[src/rtl/irq_ctrl_if.sv]
`default_nettype none
// ============================================================================
//  Module   : irq_ctrl_if
//  Purpose  : Request/enable/IRET inputs and take/vector/status outputs of irq_ctrl
//  Revision : 1.0  initial release
// ============================================================================
interface irq_ctrl_if #(
    parameter int N_SRC = 8
);
    logic [N_SRC-1:0] i_irq_req;
    logic [N_SRC-1:0] i_irq_mask;
    logic             i_int_en;
    logic             i_iret;
    logic             o_irq_take;
    logic [15:0]      o_irq_vector;
    logic [N_SRC-1:0] o_pending;
    logic [N_SRC-1:0] o_in_service;
    logic [1:0]       o_depth;
    logic             o_bad_iret;

    modport master (
        output i_irq_req, i_irq_mask, i_int_en, i_iret,
        input  o_irq_take, o_irq_vector, o_pending, o_in_service, o_depth, o_bad_iret
    );

    modport slave (
        input  i_irq_req, i_irq_mask, i_int_en, i_iret,
        output o_irq_take, o_irq_vector, o_pending, o_in_service, o_depth, o_bad_iret
    );
endinterface
`default_nettype wire

[src/rtl/irq_ctrl.sv]
`default_nettype none
// ============================================================================
//  Module   : irq_ctrl
//  Purpose  : Edge-latched priority interrupt controller with nested in-service stack
//  Revision : 1.0  initial release
// ============================================================================
module irq_ctrl #(
    parameter int          N_SRC      = 8,
    parameter int          MAX_NEST   = 3,
    parameter logic [15:0] VEC_BASE   = 16'h0020,
    parameter int          VEC_STRIDE = 4
) (
    input  wire logic  i_clk,
    input  wire logic  i_rst,
    irq_ctrl_if.slave  bus
);

    localparam int IW = (N_SRC > 1) ? $clog2(N_SRC) : 1;

    localparam logic [1:0] c_IDLE   = 2'd0;
    localparam logic [1:0] c_TAKE   = 2'd1;
    localparam logic [1:0] c_SETTLE = 2'd2;

    logic [1:0]       state_q, state_d;
    logic [N_SRC-1:0] req_q;
    logic [N_SRC-1:0] pending_q, pending_d;
    logic [N_SRC-1:0] in_service_q;
    logic [IW-1:0]    stack_q [MAX_NEST];
    logic [1:0]       depth_q;
    logic [15:0]      vector_q;
    logic             bad_q;

    logic [N_SRC-1:0] w_rise;
    logic [N_SRC-1:0] w_eligible;
    logic [IW-1:0]    w_winner;
    logic [IW-1:0]    w_top;
    logic             w_take;
    logic             w_pop;

    assign w_rise     = bus.i_irq_req & ~req_q;
    assign w_eligible = pending_q & bus.i_irq_mask;

    // Descending scan so the lowest eligible index is the one left standing.
    always_comb begin
        w_winner = '0;
        for (int i = N_SRC - 1; i >= 0; i--) begin
            if (w_eligible[i]) begin
                w_winner = IW'(i);
            end
        end
    end

    always_comb begin
        w_top = '0;
        if (depth_q != 2'd0) begin
            w_top = stack_q[depth_q - 2'd1];
        end
    end

    // An IRET in the same cycle blocks the take so it is re-judged against the popped stack.
    assign w_take = (state_q == c_IDLE) && (|w_eligible) && bus.i_int_en && !bus.i_iret
                  && (depth_q < 2'(MAX_NEST))
                  && ((depth_q == 2'd0) || (w_winner < w_top));
    assign w_pop  = bus.i_iret && (depth_q != 2'd0);

    always_comb begin
        state_d = c_IDLE;
        case (state_q)
            c_IDLE:   state_d = w_take ? c_TAKE : c_IDLE;
            c_TAKE:   state_d = c_SETTLE;
            c_SETTLE: state_d = c_IDLE;
            default:  state_d = c_IDLE;
        endcase
    end

    // A fresh edge on the source being taken wins over the clear.
    always_comb begin
        pending_d = pending_q;
        if (w_take) begin
            pending_d[w_winner] = 1'b0;
        end
        pending_d = pending_d | w_rise;
    end

    always_ff @(posedge i_clk) begin
        if (i_rst) begin
            state_q      <= c_IDLE;
            req_q        <= '0;
            pending_q    <= '0;
            in_service_q <= '0;
            depth_q      <= 2'd0;
            vector_q     <= VEC_BASE;
            bad_q        <= 1'b0;
            for (int i = 0; i < MAX_NEST; i++) begin
                stack_q[i] <= '0;
            end
        end else begin
            state_q   <= state_d;
            req_q     <= bus.i_irq_req;
            pending_q <= pending_d;
            bad_q     <= bus.i_iret && (depth_q == 2'd0);
            if (w_take) begin
                stack_q[depth_q]       <= w_winner;
                depth_q                <= depth_q + 2'd1;
                in_service_q[w_winner] <= 1'b1;
                vector_q               <= VEC_BASE + 16'(w_winner) * 16'(VEC_STRIDE);
            end else if (w_pop) begin
                depth_q             <= depth_q - 2'd1;
                in_service_q[w_top] <= 1'b0;
            end
        end
    end

    assign bus.o_irq_take   = (state_q == c_TAKE);
    assign bus.o_irq_vector = vector_q;
    assign bus.o_pending    = pending_q;
    assign bus.o_in_service = in_service_q;
    assign bus.o_depth      = depth_q;
    assign bus.o_bad_iret   = bad_q;

endmodule
`default_nettype wire

[src/flat_wrapper.sv]
// flat-port wrapper written by rule: the top's interface ports become plain ports
module irq_ctrl_flat 
#(
    parameter int          N_SRC      = 8,
    parameter int          MAX_NEST   = 3,
    parameter logic [15:0] VEC_BASE   = 16'h0020,
    parameter int          VEC_STRIDE = 4
)
  (i_clk, i_rst, bus_i_irq_req, bus_i_irq_mask, bus_i_int_en, bus_i_iret, bus_o_irq_take, bus_o_irq_vector, bus_o_pending, bus_o_in_service, bus_o_depth, bus_o_bad_iret);
  irq_ctrl_if #(.N_SRC(N_SRC)) bus_i ();
  input  wire logic i_clk;
  input  wire logic i_rst;
  input wire logic [$bits(bus_i.i_irq_req)-1:0] bus_i_irq_req;
  input wire logic [$bits(bus_i.i_irq_mask)-1:0] bus_i_irq_mask;
  input wire logic [$bits(bus_i.i_int_en)-1:0] bus_i_int_en;
  input wire logic [$bits(bus_i.i_iret)-1:0] bus_i_iret;
  output wire logic [$bits(bus_i.o_irq_take)-1:0] bus_o_irq_take;
  output wire logic [$bits(bus_i.o_irq_vector)-1:0] bus_o_irq_vector;
  output wire logic [$bits(bus_i.o_pending)-1:0] bus_o_pending;
  output wire logic [$bits(bus_i.o_in_service)-1:0] bus_o_in_service;
  output wire logic [$bits(bus_i.o_depth)-1:0] bus_o_depth;
  output wire logic [$bits(bus_i.o_bad_iret)-1:0] bus_o_bad_iret;
  assign bus_i.i_irq_req = bus_i_irq_req;
  assign bus_i.i_irq_mask = bus_i_irq_mask;
  assign bus_i.i_int_en = bus_i_int_en;
  assign bus_i.i_iret = bus_i_iret;
  assign bus_o_irq_take = bus_i.o_irq_take;
  assign bus_o_irq_vector = bus_i.o_irq_vector;
  assign bus_o_pending = bus_i.o_pending;
  assign bus_o_in_service = bus_i.o_in_service;
  assign bus_o_depth = bus_i.o_depth;
  assign bus_o_bad_iret = bus_i.o_bad_iret;
  irq_ctrl #(.N_SRC(N_SRC), .MAX_NEST(MAX_NEST), .VEC_BASE(VEC_BASE), .VEC_STRIDE(VEC_STRIDE)) u_core (.i_clk(i_clk), .i_rst(i_rst), .bus(bus_i));
endmodule
[config.mk]
export PLATFORM = sky130hd
export DESIGN_NAME = irq_ctrl_flat
export DESIGN_NICKNAME = d
export VERILOG_FILES = /design/src/rtl/irq_ctrl_if.sv /design/src/rtl/irq_ctrl.sv /design/src/flat_wrapper.sv
export SDC_FILE = /design/constraint.sdc
export NUM_CORES = 1
export LEC_CHECK = 0
export CELL_PAD_IN_SITES_DETAIL_PLACEMENT = 0
export CELL_PAD_IN_SITES_GLOBAL_PLACEMENT = 1
export CORE_MARGIN = 2
export CORE_UTILIZATION = 37
export CTS_BUF_LIST = sky130_fd_sc_hd__clkbuf_8
export DETAILED_ROUTE_END_ITERATION = 8
export HOLD_SLACK_MARGIN = 0.12
export PLACE_DENSITY_LB_ADDON = 0.25
export SYNTH_ARGS = -nofsm -noshare
export SYNTH_HDL_FRONTEND = slang
export SYNTH_SLANG_ARGS = --single-unit
[constraint.sdc]
create_clock -name i_clk -period 3.4 [get_ports i_clk]
set_clock_uncertainty 0.1 [all_clocks]
set_input_delay 0.85 -clock i_clk [delete_from_list [all_inputs] [get_ports i_clk]]
set_output_delay 0.85 -clock i_clk [all_outputs]
set_load 0.01 [all_outputs]
Word-level counts from Yosys, hierarchy flattened
Memories as Yosys holds them, arrays and structs flattened.
Index checks and enable logic that the tools add are counted.

operators by class
  add/sub/neg operators = 3
  $lt $le $gt $ge = 6
  eq/ne operators = 1
  mux-type cells = 28
  bitwise logic cells = 9
  reduce and logical (&&, ||, !) cells = 17

operator list
  operator                                                           count
  bitwise AND 8 bit                                                  4
  2-to-1 mux 3 bit                                                   10
  2-to-1 mux 8 bit                                                   3
  inverter 8 bit                                                     3
  OR 8 bit                                                           2
  logical AND 1 bit                                                  9
  2-to-1 mux 1 bit                                                   9
  less-than comparator 3 x 4 -> 1 bit, second input constant         2
  OR reduction 8 bit                                                 1
  adder 6 x 5 -> 7 bit, first input constant                         1
  demux 1 bit (select 3 bit)                                         2
  greater-or-equal comparator 3 x 1 -> 1 bit, second input constant  2
  2-to-1 mux 2 bit                                                   3
  logical NOT 2 bit                                                  2
  one-hot mux 2 bit (2 select lines)                                 1
  nonzero test 2 bit                                                 2
  less-than comparator 3 bit                                         1
  OR reduction 3 bit                                                 1
  adder 2 x 1 -> 2 bit, second input constant                        1
  equality test 2 x 1 -> 1 bit, second input constant                1
  less-than comparator 2 bit, second input constant                  1
  subtractor 2 x 1 -> 2 bit, second input constant                   1
  logical NOT 1 bit                                                  1
  logical OR 1 bit                                                   1

storage, ports and cells
  bits in registers = 45
  memory bits (writable) = 9
  bits of input ports = 20
  output and inout port bits = 36
  logic and storage cells = 72
  memories kept = 1

memories
  memory          words  width  read ports  clocked after Yosys merged registers in  wr ports  line            RTL
  u_core.stack_q  3      3      1           0                                        3         irq_ctrl.sv:28  logic [IW-1:0] stack_q [MAX_NEST];

Logic depth before layout (Yosys ltp)
Gate-level depths: netlist of the first run.

  depth after elaboration = 17
  depth in mapped cells = 13
  gate-level depth less buffers = 11

Worst setup path after synthesis of the first run
OpenSTA, ideal clock, no wires.

  path type = in2reg
  from = input bus_i_irq_mask[0]
  to = register u_core.pending_q[0], in the netlist u_core.bus.o_pending[0]
  library setup time = 0.132 ns
  arrival = 2.982 ns
  required time = 3.168 ns
  path slack = 0.186 ns
  stages on the path = 11
  buffers on the path = 1
  cells stage by stage = a22oi_1 -> nand2_1 -> nor2_1 -> ha_1 -> a21oi_1 -> o21a_1 -> nor2_1 -> or3_1 -> buf_2 -> o31ai_1 -> a21oi_1

between the ends
  longest elaborated chain between the ends = 10
  elaborated cells between the ends (all ways) = 19
  classes of those cells = order compare: 3; mux: 4; bitwise: 4; reduce/logical: 8

ends and longest elaborated chain
  item                                                                                                                            line                RTL
  from (decl)                                                                                                                     flat_wrapper.sv:14  input wire logic [$bits(bus_i.i_irq_mask)-1:0] bus_i_irq_mask;
  bitwise AND 8 bit *                                                                                                             irq_ctrl.sv:41      assign w_eligible = pending_q & bus.i_irq_mask;
  2-to-1 mux 3 bit *                                                                                                              irq_ctrl.sv:47      if (w_eligible[i]) begin
  via u_core.w_winner[2]                                                                                                          irq_ctrl.sv:35      logic [IW-1:0] w_winner;
  less-than comparator 3 x 4 -> 1 bit (implied by the code) / greater-or-equal comparator 3 x 1 -> 1 bit (equally long branches)  irq_ctrl.sv:80      pending_d[w_winner] = 1'b0;
  logical AND 1 bit (implied by the code)                                                                                         irq_ctrl.sv:80
  2-to-1 mux 1 bit (implied by the code)                                                                                          irq_ctrl.sv:80
  demux 1 bit (select 3 bit)                                                                                                      --
  inverter 8 bit (no source line)                                                                                                 --
  bitwise AND 8 bit (no source line)                                                                                              --
  2-to-1 mux 8 bit *                                                                                                              irq_ctrl.sv:79      if (w_take) begin
  OR 8 bit *                                                                                                                      irq_ctrl.sv:82      pending_d = pending_d | w_rise;
  to (signal assigned)                                                                                                            irq_ctrl.sv:100     pending_q <= pending_d;
  to (decl)                                                                                                                       irq_ctrl.sv:26      logic [N_SRC-1:0] pending_q, pending_d;

The timed path passes the listed nets; every way through them passes the cells marked *.
A chain may end at the register's enable or synchronous reset.

Worst setup path after layout of the first run
  from = input bus_i_irq_mask[4]
  to = register u_core.pending_q[6], in the netlist u_core.bus.o_pending[6]

between the ends
  longest elaborated chain between the ends = 14
  elaborated cells between the ends (all ways) = 23
  classes of those cells = order compare: 3; mux: 8; bitwise: 4; reduce/logical: 8

ends and longest elaborated chain
  item                                                                                                                            line
  bitwise AND 8 bit *                                                                                                             irq_ctrl.sv:41
  2-to-1 mux 3 bit * (5 in series)                                                                                                irq_ctrl.sv:47
  via u_core.w_winner[2]                                                                                                          irq_ctrl.sv:35
  less-than comparator 3 x 4 -> 1 bit (implied by the code) / greater-or-equal comparator 3 x 1 -> 1 bit (equally long branches)  irq_ctrl.sv:80
  logical AND 1 bit (implied by the code)                                                                                         irq_ctrl.sv:80
  2-to-1 mux 1 bit (implied by the code)                                                                                          irq_ctrl.sv:80
  demux 1 bit (select 3 bit)                                                                                                      --
  inverter 8 bit (no source line)                                                                                                 --
  bitwise AND 8 bit (no source line)                                                                                              --
  2-to-1 mux 8 bit *                                                                                                              irq_ctrl.sv:79
  OR 8 bit *                                                                                                                      irq_ctrl.sv:82

Marks and branches as above.

==> flow_summary_export.csv, run 1 <==
group,metric,value,unit
floorplanning,rows,27,
hold_path,holdCritStartpoint,"u_core.req_q[1]",
worst_setup_path,crit_chain,"clkdlybuf4s50_1 > a22o_1 > nor2_1 > nor2_1 > ha_1 > a21oi_1 > o21a_1 > nor2_1 > or3_1 > o31ai_1 > a21oi_1",
route,drtIter0Drc,109,
floorplanning,fp.coreArea,5507,um^2
clock_tree,cts.sinks,44,
power,power,1.690,mW
grt,grt-busiest-layer,"met2",
worst_setup_path,worstSetupStartpoint,"bus_i_irq_mask[4]",
route,first_pass_iters,4,
worst_setup_path,r2r_slack,0.40,ns
cells_and_area,final_common_cell,"clkdlybuf4s50_1",
worst_setup_path,start_kind,"input port",
cells_and_area,utilization,52.53,%
place,hpwl,4056,um
synthesis,ys.flop_type,"dfxtp_1",
synthesis,ys_ff_latch,44,
worst_setup_path,worst_path_most_repeated_cell,"nor2_1",
synthesis,synthArstFlopShare,0,%
worst_setup_path,required,3.48,ns
grt,met2_usage,25.71,%
worst_setup_path,crit_arrival,3.31,ns
sta,worst_slew_pin_slew,0.4994,ns
grt,overflow,0,
cells_and_area,diodes,0,
clock_tree,htree_levels,2,
sta,rsz0062_at_grt,"no",
power,p_switching,0.5591,mW
worst_setup_path,cp_slowest_stage_delay,0.45,ns
synthesis,synth-seq-area-share,47.23,%
grt,met3_usage,3.620,%
cells_and_area,synthToLayoutAreaGrowth,36.48,%
clock_tree,cts_buffers,5,
grt,antenna_found_initial,0,
sta,final_hold_viol_count,0,
clock_tree,clkLatencyLatePin,0.29,ns
synthesis,avgSynthCellArea,9.505,um^2
grt,grt_pass1_vias,1732,
synthesis,synth-edff-count,12,
floorplanning,ioPinCount,56,
run,max_cap_viol_count,0,
cells_and_area,layout-drive-gt1-share,14.19,%
place,dp_slack,-0.1257,ns
clock_tree,cts_setup_buffers,0,
synthesis,ys_types,37,
place,globalplace.congestion,0.8301,
power,p_int,1.131,mW
floorplanning,initial_core_util,38.49,%
synthesis,synthesis.area,2120,um^2
sta,finalHoldWorstSlack,0.3360,ns
worst_setup_path,worstPathMaxFanout,6,
clock_tree,hold_buffers,0,
power,seq_power_share,36.5,%
clock_tree,cts_tree,"built",
clock_tree,cts_root_buf,"clkbuf_8",
worst_setup_path,r2r_start,"u_core.bus.o_depth[0]",
floorplanning,die_area,6350,um^2
synthesis,netlist_instances,223,
hold_path,min-delay-path-class,"reg -> reg",
grt,met1_usage,24.54,%
floorplanning,die_x,79.69,um
grt,grt_max_degree,27,
floorplanning,die_y,79.69,um
place,port_buffers,42,
place,place_area,2771,um^2
sta,relSlewSlack,66.61,%
clock_tree,cts_resized,0,
synthesis,ys.warnings.count,0,
route,via_per_inst,4.970,
sta,finalSetupViolCount,0,
worst_setup_path,end_kind,"register",
cells_and_area,most-common-layout-cells,"clkdlybuf4s50_1 (42), dfxtp_1 (32), buf_4 (29)",
sta,fmax,0.3094,GHz
worst_setup_path,worstSetupPathType,"in -> reg",
route,post-route-drc-count,0,
sta,fin_crit_sh,95.06,%
grt,grtUsageTotal,17.17,%
clock_tree,clk_pin_slew_worst_paths,0.09,ns
power,irDropWorstVdd,0.0003360,V
power,pwr-share-comb,38.6,%
route,wl_per_cell,14.13,um
clock_tree,clk_path_buf_depth,2,
grt,grt_pass1_wl,8335,um
route,vias,1829,
run_status,status,"complete, no violations",
worst_setup_path,cpMaxStageDelayCell,"clkdlybuf4s50_1",
sta,drv_slew,0,
power,p_sw_share,33.09,%
sta,setup_ws,0.1679,ns
power,p_leak,1.152,nW
cells_and_area,nets,321,
power,clkPwrFrac,24.9,%
route,ant_nets,0,
cells_and_area,finalInstanceArea,2893,um^2
sta,finalCriticalPeriod,3.232,ns
cells_and_area,n_fill_cell,529,
power,power.density,584.2,nW/um^2
route,routed_wl,5201,um
-- area by class of cell --
class	count	area [um^2]	share of cell area [%]
Clock inverter	2	38.79	1.341
Sequential cell	44	1001	34.60
Tap cell	72	90.09	3.114
Multi-Input combinational cell	164	1008	34.86
Clock buffer	6	82.58	2.855
Timing Repair Buffer	71	638.1	22.06
Inverter	9	33.78	1.168
-- cells by family (layout without fill, tap and decap cells) --
logic type / after synthesis / in the layout / share of synthesized area (%)
and+or+nand+nor: 75 / 75 / 17.77
AOI/OAI and AO/OA: 64 / 64 / 20.25
DFF: 44 / 44 / 47.23
buffers and inverters: 29 / 88 / 7.674
adders and majority gates: 6 / 6 / 3.542
muxes: 3 / 3 / 3.187
other: 2 / 16 / 0.3543
-- path summary, 6_finish.rpt --
check | depth (start not counted) | endpoint
worst max register to register | 11 | u_core.bus.o_pending[6]
worst max-delay path | 11 | u_core.bus.o_pending[6]
worst min register to register | 1 | u_core.bus.o_pending[1]
worst min-delay path | 1 | u_core.bus.o_pending[1]
-- layer usage --
| layer | wire (um) | vias up |
|---|---|---|
| met5 | 0 | - |
| met4 | 64 | 0 |
| met3 | 203 | 6 |
| met2 | 2375 | 52 |
| met1 | 2558 | 846 |
| li1 | - | 925 |
-- worst max-delay path, delay by kind of cell --
kind	cells	cell delay, ns
compound gates	5	1.02
buf+inv	1	0.45
fa+ha+maj	1	0.29
simple gates	4	0.70
-- registers in the layout, indices dropped and copies added (netlist names) --
| signal | count |
|---|---|
| u_core.bus.o_pending | 8 |
| u_core.bus.o_irq_vector | 3 |
| u_core.bus.o_bad_iret | 1 |
| u_core.state_q | 2 |
| u_core.req_q | 8 |
| u_core.stack_q | 12 |
| u_core.bus.o_in_service | 8 |
| u_core.bus.o_depth | 2 |
-- cell usage after synthesis (all sizes together) (2+ instances only) --
library cell	number	area (um^2)
a21o	4	30.03
mux4	3	67.56
nand4b	2	17.52
dfxtp	32	640.6
edfxtp	12	360.4
nor3	10	50.05
ha	6	75.07
o21ai	5	25.02
nor2	19	71.32
a21oi	21	105.1
o31ai	5	37.54
a211oi	2	15.01
a22oi	4	35.03
a22o	4	35.03
a31oi	5	31.28
nor4	2	12.51
nand2	13	48.80
conb	2	7.510
buf	15	110.1
clkbuf	5	18.77
nand3	4	20.02
o21a	7	52.55
inv	9	33.78
nand2b	11	68.82
nor2b	11	68.82
a32o	2	20.02
-- per-stage QoR --
stage	cells	TNS, ns
floorplan	237	0
global placement	360	-0.1194
detailed placement	360	-0.6777
CTS	368	0
global route	368	0
finish	368	0
-- power groups by stage --
stage	clock network, mW	logic, mW	registers (mW)
global placement	0	0.643	0.628
CTS	0.432	0.651	0.617
global route	0.452	0.711	0.623
detailed placement	0	0.646	0.629
floorplan	0	0.372	0.642
finish	0.421	0.652	0.616
No activity file was read; power rests on OpenSTA's default activity.
==> run 2: changes to the inputs <==
--- a/config.mk
+++ b/config.mk
@@ -8,9 +8,10 @@
 export CELL_PAD_IN_SITES_DETAIL_PLACEMENT = 0
 export CELL_PAD_IN_SITES_GLOBAL_PLACEMENT = 1
 export CORE_MARGIN = 2
-export CORE_UTILIZATION = 37
+export CORE_UTILIZATION = 48
 export CTS_BUF_LIST = sky130_fd_sc_hd__clkbuf_8
 export DETAILED_ROUTE_END_ITERATION = 8
+export DONT_BUFFER_PORTS = 1
 export HOLD_SLACK_MARGIN = 0.12
 export PLACE_DENSITY_LB_ADDON = 0.25
 export SYNTH_ARGS = -nofsm -noshare
==> run 2 against run 1 <==
  * Hold slack worse by 0.0051 ns
  * Via count decreased by 9.7%
  * Critical endpoint unchanged
  * Utilization rose by 0.12 points
  * Routed wire length fell by 9.8%
  * Maximum frequency grew 3.8%
==> flow_summary_export.csv, run 2 (synthesis gave the netlist of run 1 again) <==
group,metric,value,unit
floorplanning,fp.coreArea,4294,um^2
clock_tree,cts_buffers,5,
run_status,status,"complete, no violations",
clock_tree,clk_path_buf_depth,2,
route,via_per_inst,5.796,
cells_and_area,most-common-layout-cells,"dfxtp_1 (32), a21oi_1 (21), nor2_1 (19)",
grt,grtUsageTotal,20.07,%
route,ant_nets,0,
hold_path,min-delay-path-class,"reg -> reg",
worst_setup_path,required,3.48,ns
clock_tree,clk_pin_slew_worst_paths,0.08,ns
route,post-route-drc-count,0,
cells_and_area,largest_reg_flops,12,
grt,met2_usage,29.35,%
route,first_pass_iters,4,
cells_and_area,finalInstanceArea,2261,um^2
place,port_buffers,0,
floorplanning,rows,24,
sta,finalSetupViolCount,0,
grt,grt_max_degree,41,
run,max_cap_viol_count,0,
sta,worst_slew_pin_slew,0.5162,ns
cells_and_area,n_fill_cell,411,
route,wl_per_cell,16.45,um
clock_tree,hold_buffers,0,
cells_and_area,stdcell_count,285,
power,power,1.457,mW
cells_and_area,layout-drive-gt1-share,8.584,%
grt,met3_usage,6.061,%
power,irDropWorstVdd,0.0003192,V
worst_setup_path,end_kind,"register",
sta,drv_slew,0,
grt,met1_usage,27.03,%
clock_tree,cts_root_buf,"clkbuf_8",
place,globalplace.congestion,0.9251,
grt,overflow,0,
power,p_leak,0.8868,nW
clock_tree,cts.sinks,44,
floorplanning,initial_core_util,49.36,%
route,vias,1652,
floorplanning,ioPinCount,56,
worst_setup_path,r2r_slack,0.28,ns
sta,relSlewSlack,65.59,%
floorplanning,die_area,4963,um^2
worst_setup_path,worstSetupPathType,"reg -> reg",
sta,fmax,0.3210,GHz
grt,grt-busiest-layer,"met2",
sta,finalCriticalPeriod,3.115,ns
sta,finalHoldWorstSlack,0.3309,ns
worst_setup_path,start_kind,"register",
clock_tree,htree_levels,2,
cells_and_area,nets,258,
worst_setup_path,crit_arrival,3.19,ns
cells_and_area,multi_input_area,1008,um^2
place,place_area,2168,um^2
floorplanning,die_x,70.45,um
grt,grt_pass1_vias,1663,
cells_and_area,utilization,52.65,%
sta,final_hold_viol_count,0,
worst_setup_path,rr_worst_depth,11,
sta,rsz0062_at_grt,"no",
sta,fin_crit_sh,91.62,%
sta,tns,0,ns
cells_and_area,diodes,0,
worst_setup_path,worstPathMaxFanout,6,
clock_tree,cts_resized,0,
clock_tree,clkLatencyLatePin,0.30,ns
route,routed_wl,4689,um
place,hpwl,3639,um
cells_and_area,regArea,1001,um^2
cells_and_area,synthToLayoutAreaGrowth,6.671,%
route,drtIter0Drc,112,
sta,setup_ws,0.2850,ns
cells_and_area,regMostFlops,"u_core.stack_q",
grt,antenna_found_initial,0,
power,power.density,644.5,nW/um^2
grt,grt_pass1_wl,7769,um
hold_path,hold_path_depth,1,
place,dp_cells,277,
floorplanning,die_y,70.45,um
clock_tree,cts_tree,"built",
place,dp_slack,0.1570,ns
clock_tree,cts_setup_buffers,0,
cells_and_area,final_common_cell,"dfxtp_1",
[run 2: cell types whose count changed in the layout (fill, tap and decap cells not counted), sizes merged]
cell           before  now
clkdlybuf4s50      42    0
buf                29    8
inv                 9   11
bufinv              1    0
clkinv              1    0
[run 2: area by class of cell]
| type | count | area share (%) |
|---|---|---|
| clock inverters | 2 | 0.4427 |
| flip-flops and latches | 44 | 44.27 |
| inverters | 9 | 1.494 |
| multi-input cells | 164 | 44.60 |
| well taps | 52 | 2.878 |
| clock buffers | 6 | 3.652 |
| repair buffers | 8 | 2.656 |
[run 2: path summary, 6_finish.rpt]
path | startpoint | end
min reg2reg | u_core.req_q[1] | u_core.bus.o_pending[1]
max reg2reg | u_core.bus.o_depth[0] | u_core.bus.o_pending[6]
max | u_core.bus.o_depth[0] | u_core.bus.o_pending[6]
min | u_core.req_q[1] | u_core.bus.o_pending[1]
[run 2: layer usage]
metal	wire [um]	vias up	share of wire [%]
li1	-	791	-
met1	2075	787	44
met2	2164	64	46
met3	351	10	7.5
met4	97	0	2.1
met5	0	-	0
[run 2: power breakdown]
group / switching (mW) / total (mW) / leakage (nW) / internal [mW]
sequential: 0.0386 / 0.628 / 0.387 / 0.590
clock: 0.173 / 0.335 / 0.0529 / 0.163
combinational: 0.304 / 0.494 / 0.447 / 0.190
[run 2: worst max-delay path, cell delays in order (launching register included)]
cell	delay (ns)
dfxtp_1	0.33
inv_1	0.07
ha_1	0.42
mux4_2	0.36
nand2_1	0.10
ha_1	0.25
a21oi_1	0.36
o21a_1	0.18
nor2_1	0.04
or3_1	0.42
o31ai_1	0.26
a21oi_1	0.09
==> run 3: changes to the inputs <==
--- a/config.mk
+++ b/config.mk
@@ -12,8 +12,10 @@
 export CTS_BUF_LIST = sky130_fd_sc_hd__clkbuf_8
 export DETAILED_ROUTE_END_ITERATION = 8
 export DONT_BUFFER_PORTS = 1
+export GPL_TIMING_DRIVEN = 0
 export HOLD_SLACK_MARGIN = 0.12
 export PLACE_DENSITY_LB_ADDON = 0.25
+export SKIP_LAST_GASP = 1
 export SYNTH_ARGS = -nofsm -noshare
 export SYNTH_HDL_FRONTEND = slang
 export SYNTH_SLANG_ARGS = --single-unit
==> run 3 against run 2 <==
  * Register-to-register slack worse by 0.11 ns
  * Combinational power up 3%
  * Die area unchanged
  * Final cell count up 4.2%
  * Power up 2.4%
  * Critical path depth unchanged
  * Worst setup slack worse by 0.14 ns
  * Sequential share of layout area down 2.0 points
  * Via count up 0.79%
  * Sequential cell count unchanged
  * Highest routed layer unchanged
==> flow_summary_export.csv, run 3 (synthesis gave the netlist of run 1 again) <==
group,metric,value,unit
power,clkPwrFrac,22.7,%
sta,finalHoldWorstSlack,0.3416,ns
power,p_leak,0.9366,nW
worst_setup_path,end_kind,"register",
hold_path,hold_path_depth,1,
place,dp_cells,289,
run_status,status,"complete, no violations",
place,dp_slack,-0.4159,ns
floorplanning,die_x,70.45,um
hold_path,min-delay-path-class,"reg -> reg",
sta,rsz0062_at_grt,"yes",
sta,fin_crit_sh,95.77,%
sta,worst_slew_pin_slew,0.5528,ns
power,power.density,629.2,nW/um^2
cells_and_area,final_common_cell,"dfxtp_1",
worst_setup_path,worstPathMaxFanout,8,
worst_setup_path,cpMaxStageDelayCell,"nor2_2",
clock_tree,cts_setup_buffers,0,
floorplanning,die_y,70.45,um
clock_tree,clk_path_buf_depth,2,
route,drtIter0Drc,134,
floorplanning,fp.coreArea,4294,um^2
cells_and_area,stdcell_count,297,
sta,finalCriticalPeriod,3.256,ns
route,wl_per_cell,16.55,um
cells_and_area,regMostFlops,"u_core.stack_q",
cells_and_area,largest_reg_flops,12,
power,p_sw_share,36.60,%
floorplanning,rows,24,
cells_and_area,most-common-layout-cells,"dfxtp_1 (31), a21oi_1 (19), nor2_1 (18)",
clock_tree,cts.sinks,44,
route,first_pass_iters,4,
route,vias,1665,
power,pwr-share-comb,34.1,%
cells_and_area,nets,270,
run,max_cap_viol_count,0,
clock_tree,cts_root_buf,"clkbuf_8",
clock_tree,htree_levels,2,
clock_tree,clkLatencyLatePin,0.29,ns
hold_path,hold_end,"u_core.bus.o_pending[1]",
grt,overflow,0,
route,post-route-drc-count,0,
worst_setup_path,r2r_slack,0.17,ns
floorplanning,initial_core_util,49.36,%
worst_setup_path,worst-path-buf-inv,1,
sta,setup_ws,0.1438,ns
worst_setup_path,start_kind,"input port",
worst_setup_path,rr_worst_depth,13,
place,port_buffers,0,
worst_setup_path,r2r_end,"u_core.bus.o_pending[6]",
route,ant_nets,0,
floorplanning,die_area,4963,um^2
sta,final_hold_viol_count,0,
worst_setup_path,required,3.46,ns
sta,drv_slew,0,
place,hpwl,3608,um
grt,grt_pass1_wl,7748,um
hold_path,holdCritStartpoint,"u_core.req_q[1]",
worst_setup_path,crit_arrival,3.31,ns
grt,antenna_found_initial,0,
worst_setup_path,crit_family,"compound AO/OA/AOI/OAI gates",
worst_setup_path,crit_chain,"a22oi_1 > nand2_1 > nor2_2 > ha_1 > a21oi_4 > o21a_1 > nor2_1 > or3_1 > buf_2 > o31ai_2 > a21oi_1",
clock_tree,clk_pin_slew_worst_paths,0.08,ns
worst_setup_path,worstSetupPathType,"in -> reg",
cells_and_area,n_fill_cell,412,
cells_and_area,synthToLayoutAreaGrowth,11.92,%
power,irDropWorstVdd,0.0003132,V
clock_tree,cts_tree,"built",
route,via_per_inst,5.606,
worst_setup_path,cp_slowest_stage_delay,0.35,ns
grt,grt_pass1_vias,1531,
grt,grtUsageTotal,20.13,%
place,globalplace.congestion,0.8293,
cells_and_area,diodes,0,
power,p_int,0.9463,mW
floorplanning,ioPinCount,56,
power,p_switching,0.5463,mW
power,seq_power_share,43.2,%
route,routed_wl,4916,um
grt,grt_max_degree,14,
cells_and_area,utilization,55.24,%
clock_tree,cts_buffers,5,
sta,finalSetupViolCount,0,
sta,relSlewSlack,63.14,%
sta,tns,0,ns
cells_and_area,layout-drive-gt1-share,14.69,%
worst_setup_path,r2r_start,"u_core.bus.o_depth[0]",
sta,fmax,0.3071,GHz
[run 3: cell count changes in the layout (fill, tap and decap cells not counted), sizes merged]
cell / delta
buf: +7
clkbuf: +5
[run 3: cell type report]
cell class	count	area [um^2]	share of cell area, %
clock inverters	2	10.01	0.4219
plain buffers	20	128.9	5.432
multi-input cells	164	1050	44.25
clock buffers	6	82.58	3.481
inverters	9	33.78	1.424
flip-flops and latches	44	1002	42.25
well taps	52	65.06	2.743
[run 3: power groups by stage]
stage          clock network, mW  logic (mW)  registers, mW
6_report                   0.339       0.509          0.645
2_1_floorplan                  0       0.372          0.642
5_1_grt                    0.362       0.561          0.651
4_1_cts                    0.347       0.480          0.643
3_3_place_gp                   0       0.457          0.654
3_5_place_dp                   0       0.464          0.655
[run 3: layer usage]
metal	wire length, um	global-route usage (%)	vias to the layer above
li1	-	-	820
met1	2343	28.74	778
met2	2215	30.29	63
met3	322	6.061	4
met4	34	4.060	0
met5	0	0	-
[run 3: timing repair]
item	4_1_cts	5_1_grt
hold buffers	0	0
gates cloned	0	0
resized for setup	4	6
setup endpoints to repair	12	21
endpoints found under the hold margin	0	0
pin swaps	0	0
[run 3: worst max path at each step]
stage                                startpoint                       to  slack [ns]  cells past startpoint
after floorplan               bus_i_irq_mask[0]  u_core.bus.o_pending[0]        0.19                     11
after global placement        bus_i_irq_mask[0]  u_core.bus.o_pending[1]       -0.45                     10
after detailed placement      bus_i_irq_mask[4]     u_core.stack_q[1][2]       -0.42                     10
after CTS                 u_core.bus.o_depth[0]  u_core.bus.o_pending[6]        0.03                     13
after global routing      u_core.bus.o_depth[0]  u_core.bus.o_pending[4]       -0.07                     13
final                         bus_i_irq_mask[0]  u_core.bus.o_pending[6]        0.14                     11
[run 3: metrics by stage]
stage               instance area, um^2  total power [mW]
floorplan                          2172             1.014
global placement                   2237             1.112
detailed placement                 2237             1.120
CTS                                2349             1.471
global route                       2372             1.574
finish                             2372             1.493
